$ cat config.mk
export PLATFORM = sky130hd
export DESIGN_NAME = ad_sequencer
export DESIGN_NICKNAME = d
export VERILOG_FILES = /design/src/rtl/ad_sequencer.sv
export SDC_FILE = /design/constraint.sdc
export NUM_CORES = 1
export LEC_CHECK = 0
export ABC_AREA = 1
export CAP_MARGIN = 20
export CORE_ASPECT_RATIO = 0.7
export CORE_MARGIN = 2
export CORE_UTILIZATION = 56
export DETAILED_ROUTE_END_ITERATION = 10
export GPL_TIMING_DRIVEN = 0
export PLACE_DENSITY_LB_ADDON = 0.15
export SYNTH_ARGS = -nofsm -noshare
export SYNTH_HDL_FRONTEND = slang
export SYNTH_SLANG_ARGS = --single-unit
$ cat constraint.sdc
create_clock -name fpga_clk -period 4.85 [get_ports fpga_clk]
set_input_delay 0.97 -clock fpga_clk [delete_from_list [all_inputs] [get_ports fpga_clk]]
set_output_delay 0.97 -clock fpga_clk [all_outputs]
set_load 0.01 [all_outputs]
$ cat src/rtl/ad_sequencer.sv
// Conversion sequencer for two serial ADCs sharing reset, convst and sclk.
// Resets the ADCs, starts a conversion, waits out busy, then streams 8 words over valid/ready.
module ad_sequencer #(
  parameter int SCLK_DIV   = 2,
  parameter int RESET_CYC  = 4,
  parameter int CONVST_CYC = 2,
  parameter int BUSY_TO    = 1023
) (
  input  logic        fpga_clk,
  input  logic        fpga_rst_n,
  input  logic        start,
  input  logic        ad1_busy,
  input  logic        ad2_busy,
  input  logic        ad1_douta,
  input  logic        ad1_doutb,
  input  logic        ad2_douta,
  input  logic        ad2_doutb,
  output logic        adx_convsta,
  output logic        adx_convstb,
  output logic        adx_reset,
  output logic        adx_sclk,
  output logic        ad1_ncs,
  output logic        ad2_ncs,
  output logic [31:0] out_data,
  output logic [2:0]  out_idx,
  output logic        out_valid,
  input  logic        out_ready,
  output logic        seq_busy,
  output logic        err_timeout
);

  // state     | meaning
  // INIT      | adx_reset high for RESET_CYC cycles after reset
  // IDLE      | waiting for start
  // CONVST    | convst low for CONVST_CYC cycles
  // WAIT_RISE | waiting for both busy high, timeout running
  // WAIT_FALL | waiting for both busy low, timeout running
  // SHIFT     | lead-in then 16 sclk periods for the current word
  // HOLD      | word presented on out_data until accepted
  // DONE      | one idle cycle before IDLE
  typedef enum logic [2:0] {
    INIT, IDLE, CONVST, WAIT_RISE, WAIT_FALL, SHIFT, HOLD, DONE
  } state_t;

  localparam int MAX_AB  = (RESET_CYC > CONVST_CYC) ? RESET_CYC : CONVST_CYC;
  localparam int MAX_CD  = (BUSY_TO > SCLK_DIV) ? BUSY_TO : SCLK_DIV;
  localparam int CNT_MAX = (MAX_AB > MAX_CD) ? MAX_AB : MAX_CD;
  localparam int CW      = $clog2(CNT_MAX + 1);

  localparam logic [CW-1:0] RESET_LD  = CW'(RESET_CYC - 1);
  localparam logic [CW-1:0] CONVST_LD = CW'(CONVST_CYC - 1);
  localparam logic [CW-1:0] TO_LD     = CW'(BUSY_TO - 1);
  localparam logic [CW-1:0] SCLK_LD   = CW'(SCLK_DIV - 1);

  state_t        state_q, state_d;
  logic [CW-1:0] cnt_q, cnt_d;
  logic          sclk_q, sclk_d;
  logic [4:0]    bit_q, bit_d;
  logic [15:0]   sra_q, sra_d;
  logic [15:0]   srb_q, srb_d;
  logic [2:0]    idx_q, idx_d;
  logic          err_q, err_d;

  logic cnt_zero;
  logic din_a, din_b;
  logic ncs_active;

  assign cnt_zero = (cnt_q == '0);
  assign din_a    = idx_q[2] ? ad2_douta : ad1_douta;
  assign din_b    = idx_q[2] ? ad2_doutb : ad1_doutb;

  always_ff @(posedge fpga_clk) begin
    if (!fpga_rst_n) begin
      state_q <= INIT;
      cnt_q   <= RESET_LD;
      sclk_q  <= 1'b1;
      bit_q   <= '0;
      sra_q   <= '0;
      srb_q   <= '0;
      idx_q   <= '0;
      err_q   <= 1'b0;
    end else begin
      state_q <= state_d;
      cnt_q   <= cnt_d;
      sclk_q  <= sclk_d;
      bit_q   <= bit_d;
      sra_q   <= sra_d;
      srb_q   <= srb_d;
      idx_q   <= idx_d;
      err_q   <= err_d;
    end
  end

  always_comb begin
    state_d = state_q;
    cnt_d   = cnt_q;
    sclk_d  = sclk_q;
    bit_d   = bit_q;
    sra_d   = sra_q;
    srb_d   = srb_q;
    idx_d   = idx_q;
    err_d   = err_q;
    unique case (state_q)
      INIT: begin
        if (cnt_zero) state_d = IDLE;
        else          cnt_d   = cnt_q - 1'b1;
      end
      IDLE: begin
        if (start) begin
          state_d = CONVST;
          cnt_d   = CONVST_LD;
        end
      end
      CONVST: begin
        if (cnt_zero) begin
          state_d = WAIT_RISE;
          cnt_d   = TO_LD;
        end else begin
          cnt_d = cnt_q - 1'b1;
        end
      end
      WAIT_RISE: begin
        if (cnt_zero) begin
          state_d = IDLE;
          err_d   = 1'b1;
        end else begin
          cnt_d = cnt_q - 1'b1;
          if (ad1_busy && ad2_busy) state_d = WAIT_FALL;
        end
      end
      WAIT_FALL: begin
        if (cnt_zero) begin
          state_d = IDLE;
          err_d   = 1'b1;
        end else if (!ad1_busy && !ad2_busy) begin
          state_d = SHIFT;
          idx_d   = '0;
          bit_d   = '0;
          cnt_d   = SCLK_LD;
        end else begin
          cnt_d = cnt_q - 1'b1;
        end
      end
      SHIFT: begin
        // The lead-in wait is simply a high phase with no bits shifted yet.
        if (!cnt_zero) begin
          cnt_d = cnt_q - 1'b1;
        end else begin
          cnt_d = SCLK_LD;
          if (sclk_q) begin
            if (bit_q == 5'd16) state_d = HOLD;
            else                sclk_d  = 1'b0;
          end else begin
            sclk_d = 1'b1;
            bit_d  = bit_q + 1'b1;
            sra_d  = {sra_q[14:0], din_a};
            srb_d  = {srb_q[14:0], din_b};
          end
        end
      end
      HOLD: begin
        if (out_ready) begin
          idx_d   = idx_q + 1'b1;
          bit_d   = '0;
          cnt_d   = SCLK_LD;
          state_d = (idx_q == 3'd7) ? DONE : SHIFT;
        end
      end
      DONE: begin
        state_d = IDLE;
      end
      default: begin
        state_d = IDLE;
      end
    endcase
  end

  // ncs releases at the end of the last word's final high phase, before its HOLD.
  assign ncs_active  = (state_q == SHIFT) || ((state_q == HOLD) && (idx_q[1:0] != 2'd3));
  assign ad1_ncs     = !(ncs_active && !idx_q[2]);
  assign ad2_ncs     = !(ncs_active && idx_q[2]);
  assign adx_reset   = (state_q == INIT);
  assign adx_convsta = (state_q != CONVST);
  assign adx_convstb = (state_q != CONVST);
  assign adx_sclk    = sclk_q;
  assign out_data    = {srb_q, sra_q};
  assign out_idx     = idx_q;
  assign out_valid   = (state_q == HOLD);
  assign seq_busy    = (state_q != IDLE);
  assign err_timeout = err_q;

endmodule

==> results of run 1 <==
-- stage by stage --
| stage | hold slack [ns] | cell area (µm²) | setup WS (ns) | power (mW) | instances |
|---|---|---|---|---|---|
| after floorplan | 0.457 | 2800 | 2.73 | 0.778 | 406 |
| after global placement | 0.439 | 3410 | 2.09 | 0.854 | 528 |
| after detailed placement | 0.442 | 3410 | 2.05 | 0.866 | 528 |
| after CTS | 0.457 | 3530 | 1.69 | 1.18 | 536 |
| after global routing | 0.483 | 3530 | 1.55 | 1.25 | 536 |
| final | 0.458 | 3530 | 1.69 | 1.18 | 536 |
-- logic make-up (layout without fill, tap and decap cells) --
group / after synthesis / in the layout / synth area share [%]
simple gates: 148 / 148 / 23.3
buf+inv: 84 / 145 / 13.6
compound gates: 108 / 108 / 19.6
xor+xnor: 6 / 6 / 1.88
flops: 55 / 55 / 39.4
fa+ha+maj: 5 / 5 / 2.24
-- where the power goes --
group / total, mW / switching [mW] / internal [mW]
sequential: 0.510 / 0.0301 / 0.480
clock: 0.317 / 0.161 / 0.156
combinational: 0.351 / 0.219 / 0.133
total: 1.18 / 0.410 / 0.768
-- final cells by class --
| type | count | area share (%) |
|---|---|---|
| inverters | 68 | 7.23 |
| plain buffers | 16 | 3.51 |
| repair buffers | 53 | 15.0 |
| flip-flops and latches | 55 | 31.2 |
| clock inverters | 3 | 1.31 |
| well taps | 69 | 2.45 |
| multi-input cells | 267 | 37.3 |
| clock buffers | 5 | 1.95 |
-- worst paths after layout --
check | start | to | slack (ns) | cells past startpoint
setup reg to reg | cnt_q[0] | sra_q[8] | 2.85 | 11
setup / recovery | state_q[0] | ad1_ncs | 1.69 | 8
hold / removal | err_timeout | err_timeout | 0.46 | 2
hold reg to reg | err_timeout | err_timeout | 0.46 | 2
-- registers in the layout (all words and copies together), names as in the netlist --
register     flops
srb_q           16
cnt_q           10
err_timeout      1
adx_sclk         1
bit_q            5
state_q          3
sra_q           16
out_idx          3
-- worst min-delay path: stages (launching register included) --
cell and delay (ns):
dfxtp_1 0.32, inv_1 0.05, a21oi_1 0.05
-- layout by cell type (no fill, tap or decap), types with 3 or more instances in the layout --
cell	instances
a21oi_1	55
buf_4	3
buf_6	7
clkbuf_1	6
clkbuf_8	5
clkdlybuf4s50_1	53
dfxtp_1	55
ha_1	5
inv_1	62
inv_2	5
nand2_1	84
nand3_1	21
nor2_1	26
nor2_2	5
o21ai_0	48
xor2_1	6
-- layer usage --
metal / share of wire, % / vias to the layer above / GRT usage (%)
li1: - / 1409 / -
met2: 42 / 89 / 38.8
met3: 6.2 / 14 / 4.72
met5: 0 / - / 0
met1: 50 / 1251 / 37.9
met4: 1.9 / 0 / 8.52
==> out/results.txt, run 1 <==
H-tree depth: 2
Yosys cell types: 25
antenna cells: 0
Layout Nets: 481
final setup skew: 0.00795 ns
Slew HR: 57.2%
TritonCTS Buffers: 5
total iterations of the first detailed-routing run: 5
clock sinks: 55
first-pass GRT wire length: 11500 µm
Critical Path RT: 3.88 ns
actual slew at the worst max-slew pin: 0.643 ns
die height: 63.1 µm
Worst VDD drop: 0.260 mV
number of global-route vias before repair: 2486
via/cell ratio: 5.15
Die Span X: 88.5 µm
Max Root-Sink Buffers: 2
Leak: 1.43 nW
fraction of layout cells with a size suffix above 1: 8.35%
RSZ-0062 raised after global routing: false
Starting Density: 58.2%
syn_nets: 421
Multi-input gate area: 1320 µm²
Fin. Hold Viols: 0
crit-path cells: inv_2, nor2_4, nand2_4, inv_1, nor2_1, a21oi_1, nand2_1, clkdlybuf4s50_1
Max FO, Critical Path: 8
Final ANT Viol Nets: 0
total number of vias: 2763
DRC: 0
fin. max-slew vios: 0
hpwl dp: 5070 µm
all-layer global routing usage: 26.1%
row count: 21
EDFF count, synth: 0
GRT overflow: 0
Post-CTS Setup Repair Bufs: 0
Post-CTS Resized: 0
Syn. warnings: 0
max cap viols: 0
synthesized area: 2800 µm²
Root Buffer: clkbuf_8
fin crit period: 3.16 ns
Routed WL: 6880 µm
Yosys top cell area share: 39.4%
routed length per instance: 12.8 µm
IO Pins: 54
Clock transition at path regs: 0.10 ns
Core ar.: 4810 µm²
setup TNS: 0 ns
final worst-path cycle share: 65.1%
IO buf count: 53
Max stage delay cell, worst path: clkdlybuf4s50_1
dominant cells by area after synthesis: dfxtp_1 39%, nand2_1 11%, a21oi_1 9.8%, o21ai_0 8.6%, inv_1 8.3%
WP buf/inv: 3
critical setup path kind: flop to output pin
final setup fails: 0
dominant synthesized flop cell: dfxtp_1
slowest stage delay, CP: 0.48 ns
synth cell count leaders: 84 x nand2_1, 62 x inv_1, 55 x a21oi_1, 55 x dfxtp_1, 48 x o21ai_0
power per cell area: 334 nW/µm²
syn avg cell area: 6.89 µm²
Top delay family on crit path: buffers and inverters
endpoint class of the critical path: output pin
register area: 1100 µm²
Seq/Total Area, Yosys: 39.4%
crit path DAT: 2.19 ns
Seq cells post-synth: 55
most common cell in the netlist: nand2_1
worst hold path type: flop to flop
fillers: 401
CTS Hold Bufs: 0
Layout area overhead: 26.2%
DRT iter0 DRCs: 223
post-synthesis cell count: 406
Fmax: 317 MHz
largest net degree at the start of global routing: 19
Die Footprint: 5590 µm²
CP Launch Type: flop
Async S/R FF share, synth: 0%
status: complete, no violations
insertion delay to the later sink of the worst-skew pair: 0.32 ns
dominant cell type by area after synthesis: dfxtp_1
final core utilization: 73.4%
antenna violations before repair: 0
CTS tree: built
routability cong.: 0.935
(Power assumes the default switching activity.)
==> run 2: changes to the inputs <==
--- a/config.mk
+++ b/config.mk
@@ -9,7 +9,7 @@
 export CAP_MARGIN = 20
 export CORE_ASPECT_RATIO = 0.7
 export CORE_MARGIN = 2
-export CORE_UTILIZATION = 56
+export CORE_UTILIZATION = 47
 export DETAILED_ROUTE_END_ITERATION = 10
 export GPL_TIMING_DRIVEN = 0
 export PLACE_DENSITY_LB_ADDON = 0.15
==> constraint.sdc (replaced) <==
create_clock -name fpga_clk -period 2.7 [get_ports fpga_clk]
set_input_delay 0.54 -clock fpga_clk [delete_from_list [all_inputs] [get_ports fpga_clk]]
set_output_delay 0.54 -clock fpga_clk [all_outputs]
set_load 0.01 [all_outputs]
==> run 2 against run 1 <==
Net effect: setup slack worse by 1.5 ns; design area up 0.67%; register-to-register slack worse by 2.2 ns; clock skew down 0.0029 ns; critical path type unchanged; largest power group unchanged.
==> out/results.txt, run 2 (synthesized netlist as in run 1, its figures left out) <==
Clock transition at path regs: 0.10 ns
Leak: 1.43 nW
fin crit period: 2.55 ns
Critical Path RT: 2.16 ns
first-pass GRT wire length: 10900 µm
commonest non-fill, non-tap cell in the layout: nand2_1
worst hold path type: flop to flop
Final ANT Viol Nets: 0
number of global-route vias before repair: 2323
total number of vias: 2670
Slew HR: 61.6%
Fin. Hold Viols: 0
CTS Hold Bufs: 0
insertion delay to the later sink of the worst-skew pair: 0.31 ns
final core utilization: 62.0%
Finished Cell Area: 3550 µm²
Starting Density: 48.9%
Reg-to-Reg Start: cnt_q[0]
antenna cells: 0
actual slew at the worst max-slew pin: 0.576 ns
TritonCTS Buffers: 5
final worst-path cycle share: 94.5%
CP Launch Type: flop
fin. max-slew vios: 0
CTS tree: built
routability cong.: 0.954
WHS: 0.448 ns
all-layer global routing usage: 21.1%
Largest regs: sra_q x16, srb_q x16, cnt_q x10
Worst Setup EP: ad1_ncs
max cap viols: 0
commonest cells after routing, fill and taps aside: 84 x nand2_1, 61 x inv_1, 54 x a21oi_1, 54 x dfxtp_1, 53 x clkdlybuf4s50_1
Worst VDD drop: 0.336 mV
clock sinks: 55
Max stage delay cell, worst path: clkdlybuf4s50_1
DP Area: 3420 µm²
fraction of layout cells with a size suffix above 1: 8.99%
R2R Path End: sra_q[11]
via/cell ratio: 4.93
final setup skew: 0.00510 ns
Layout Nets: 481
GRT overflow: 0
total power: 2.14 mW
Post-CTS Setup Repair Bufs: 0
Layout area overhead: 27.0%
Routed WL: 6720 µm
setup TNS: 0 ns
Core ar.: 5730 µm²
crit-path most repeated cell: inv_2
worst hold start: srb_q[15]
DRC: 0
Die Footprint: 6600 µm²
row count: 23
R2R Setup Slk: 0.69 ns
Die Span X: 96.2 µm
crit-path cells: inv_2, nor2_4, nand2_4, inv_2, nor2_1, a21oi_2, nand2_1, clkdlybuf4s50_1
RSZ-0062 raised after global routing: false
critical setup path kind: flop to output pin
H-tree depth: 2
Root Buffer: clkbuf_8
IO Pins: 54
power per cell area: 601 nW/µm²
crit path DAT: 2.01 ns
slowest stage delay, CP: 0.48 ns
IO buf count: 53
routed length per instance: 12.4 µm
antenna violations before repair: 0
Fmax: 392 MHz
DRT iter0 DRCs: 112
largest net degree at the start of global routing: 18
final setup fails: 0
hpwl dp: 5060 µm
Max FO, Critical Path: 8
Max Root-Sink Buffers: 2
total iterations of the first detailed-routing run: 5
Critical path origin: state_q[0]
endpoint class of the critical path: output pin
die height: 68.6 µm
R2R depth: 11
status: complete, no violations
## run 2: changes by cell type in the layout (fill, tap and decap cells not counted), sizes merged
cell      delta
clkbuf       +1
clkinvlp     -1
## run 2: worst min-delay path by stage
stage / endpoint / slack, ns / depth (start not counted)
final: srb_q[15] / 0.45 / 2
after global routing: sra_q[13] / 0.48 / 2
after CTS: srb_q[15] / 0.45 / 2
after detailed placement: srb_q[15] / 0.44 / 2
after global placement: sra_q[15] / 0.43 / 2
after floorplan: cnt_q[1] / 0.46 / 2
## run 2: repair_timing
action | CTS | global route
pin swaps | 0 | 0
resized for setup | 2 | 2
setup endpoints to repair | 2 | 2
## run 2: critical path: cells and delay by family, from the launching register on
| family | cells | cell delay (ns) |
|---|---|---|
| buffers and inverters | 3 | 0.68 |
| and+or+nand+nor | 4 | 0.46 |
| DFF | 1 | 0.38 |
| AOI/OAI and AO/OA | 1 | 0.18 |
## run 2: power by group
group | internal, mW | switching, mW
registers | 0.863 | 0.0554
clock network | 0.306 | 0.282
logic | 0.239 | 0.390
## run 2: through the flow
step / std cells / worst slack (ns)
6_report: 542 / 0.148
5_1_grt: 542 / 0.0124
4_1_cts: 542 / 0.0647
3_5_place_dp: 534 / 0.259
3_3_place_gp: 534 / 0.235
2_1_floorplan: 406 / 1.01
## run 2: final cells by class
cell class,instances,area (µm²)
multi-input combinational,267,1330
inverter,68,255
fill,553,2170
sequential,55,1100
tap,75,93.8
clock buffer,6,82.6
timing repair buffer,53,531
clock inverter,2,38.8
buffer,16,124
## run 2: layer usage
metal,up-vias,global-route usage (%),wire (µm)
met2,53,31.6,2860
met5,-,0,0
met4,0,3.93,38
met1,1205,31.6,3550
li1,1407,-,-
met3,5,4.13,270
==> run 3: changes to the inputs <==
--- a/config.mk
+++ b/config.mk
@@ -8,7 +8,7 @@
 export ABC_AREA = 1
 export CAP_MARGIN = 20
 export CORE_ASPECT_RATIO = 0.7
-export CORE_MARGIN = 2
+export CORE_MARGIN = 5
 export CORE_UTILIZATION = 47
 export DETAILED_ROUTE_END_ITERATION = 10
 export GPL_TIMING_DRIVEN = 0
@@ -16,3 +16,4 @@
 export SYNTH_ARGS = -nofsm -noshare
 export SYNTH_HDL_FRONTEND = slang
 export SYNTH_SLANG_ARGS = --single-unit
+export TNS_END_PERCENT = 10
==> run 3 against run 2 <==
Net effect: clock-buffer cell count rose by 1; sequential share of layout area rose by 0.24 points; fmax fell by 0.45%; critical path depth fell by 1; design area fell by 0.77%; utilization fell by 0.79 points; sequential power barely moved; total power fell by 4.9%; clock skew rose by 0.0049 ns; register-to-register slack improved by 0.02 ns; first-iteration DRC count rose by 49%; largest power group unchanged.
==> out/results.txt, run 3 (synthesized netlist as in run 1, its figures left out) <==
status: complete, no violations
TritonCTS Buffers: 5
Die Span X: 102 µm
Fmax: 390 MHz
final core utilization: 61.3%
endpoint class of the critical path: output pin
top routing layer used: met4
Critical path origin: state_q[1]
final setup skew: 0.00997 ns
Slew HR: 63.5%
routed length per instance: 12.6 µm
Reg-to-Reg Start: cnt_q[0]
Layout Nets: 481
DP Area: 3420 µm²
row count: 23
Post-CTS Resized: 1
CTS Hold Bufs: 0
Largest regs: sra_q x16, srb_q x16, cnt_q x10
worst hold start: srb_q[15]
Final ANT Viol Nets: 0
WHS: 0.452 ns
Die Footprint: 7620 µm²
Worst VDD drop: 0.460 mV
IO buf count: 53
Starting Density: 48.6%
Clk pwr share: 23.8%
Max Root-Sink Buffers: 2
total number of vias: 2678
RSZ-0062 raised after global routing: false
GRT overflow: 0
Hold EP: srb_q[15]
number of global-route vias before repair: 2449
final worst-path cycle share: 94.9%
worst hold path type: flop to flop
commonest non-fill, non-tap cell in the layout: nand2_1
crit path DAT: 2.02 ns
R2R Path End: cnt_q[7]
total iterations of the first detailed-routing run: 5
Hold Path Depth: 2
final worst slack: 0.136 ns
switching pwr: 719 µW
actual slew at the worst max-slew pin: 0.548 ns
clock sinks: 55
commonest cells after routing, fill and taps aside: 84 x nand2_1, 61 x inv_1, 54 x a21oi_1, 54 x dfxtp_1, 53 x clkdlybuf4s50_1
via/cell ratio: 4.94
die height: 74.6 µm
Critical Path RT: 2.16 ns
met3 wire len: 462 µm
fin crit period: 2.56 ns
Root Buffer: clkbuf_8
Routed WL: 6810 µm
DR WL met2: 2870 µm
combinational cell fraction of total power: 30.9%
Layout area overhead: 26.0%
dpl ws: 0.315 ns
power per cell area: 576 nW/µm²
Fin. Hold Viols: 0
power share of the sequential group: 45.2%
Leak: 1.41 nW
DRT iter0 DRCs: 167
fillers: 563
routability cong.: 0.959
R2R Setup Slk: 0.71 ns
H-tree depth: 2
hpwl dp: 5110 µm
antenna violations before repair: 0
R2R depth: 10
largest net degree at the start of global routing: 17
first-pass GRT wire length: 11300 µm
all-layer global routing usage: 18.3%
Post-CTS Setup Repair Bufs: 0
fraction of layout cells with a size suffix above 1: 8.78%
max cap viols: 0
insertion delay to the later sink of the worst-skew pair: 0.31 ns
setup TNS: 0 ns
Int Power: 1.31 mW
antenna cells: 0
Finished Cell Area: 3530 µm²
CP Launch Type: flop
Core ar.: 5760 µm²
fin. max-slew vios: 0
WL met1: 3430 µm
Max FO, Critical Path: 8
Sw Share: 35.4%
CTS tree: built
critical setup path kind: flop to output pin
IO Pins: 54
DRC: 0
Clock transition at path regs: 0.10 ns
final setup fails: 0
## run 3: worst max-delay path by stage
stage | to | slack, ns | depth (start not counted)
floorplan | ad1_ncs | 1.01 | 7
CTS | ad1_ncs | 0.02 | 8
global placement | ad1_ncs | 0.27 | 8
detailed placement | ad1_ncs | 0.31 | 8
global route | ad2_ncs | 0.004 | 7
finish | ad1_ncs | 0.14 | 7
## run 3: worst max-delay path: stages (launching register included)
cell             delay [ns]
dfxtp_1                0.46
nor2_4                 0.10
nand2_4                0.13
clkinvlp_4             0.16
nor2_1                 0.18
a21oi_2                0.07
nand2_1                0.07
clkdlybuf4s50_1        0.54
## run 3: per-layer routing
metal | global-route usage (%) | vias to the layer above
met2 | 27.1 | 97
met4 | 4.22 | 0
met5 | 0 | -
met1 | 27.4 | 1168
li1 | - | 1406
met3 | 3.75 | 7
## run 3: through the flow
stage / cells / total power [mW]
floorplan: 406 / 1.40
global placement: 534 / 1.54
detailed placement: 534 / 1.56
CTS: 542 / 2.04
global route: 542 / 2.17
finish: 542 / 2.03
## run 3: layout make-up
| class | count | area (µm²) | area share (%) |
|---|---|---|---|
| plain buffers | 16 | 124 | 3.51 |
| clock inverters | 1 | 8.76 | 0.248 |
| well taps | 75 | 93.8 | 2.66 |
| flip-flops and latches | 55 | 1100 | 31.3 |
| multi-input cells | 267 | 1320 | 37.5 |
| clock buffers | 7 | 86.3 | 2.45 |
| repair buffers | 53 | 531 | 15.0 |
| inverters | 68 | 259 | 7.35 |
## run 3: power by group through the flow
stage / Clock, mW / Sequential [mW] / Combinational, mW
finish: 0.485 / 0.919 / 0.628
detailed placement: 0 / 0.936 / 0.623
global route: 0.526 / 0.928 / 0.711
CTS: 0.500 / 0.917 / 0.626
global placement: 0 / 0.933 / 0.607
floorplan: 0 / 0.922 / 0.476
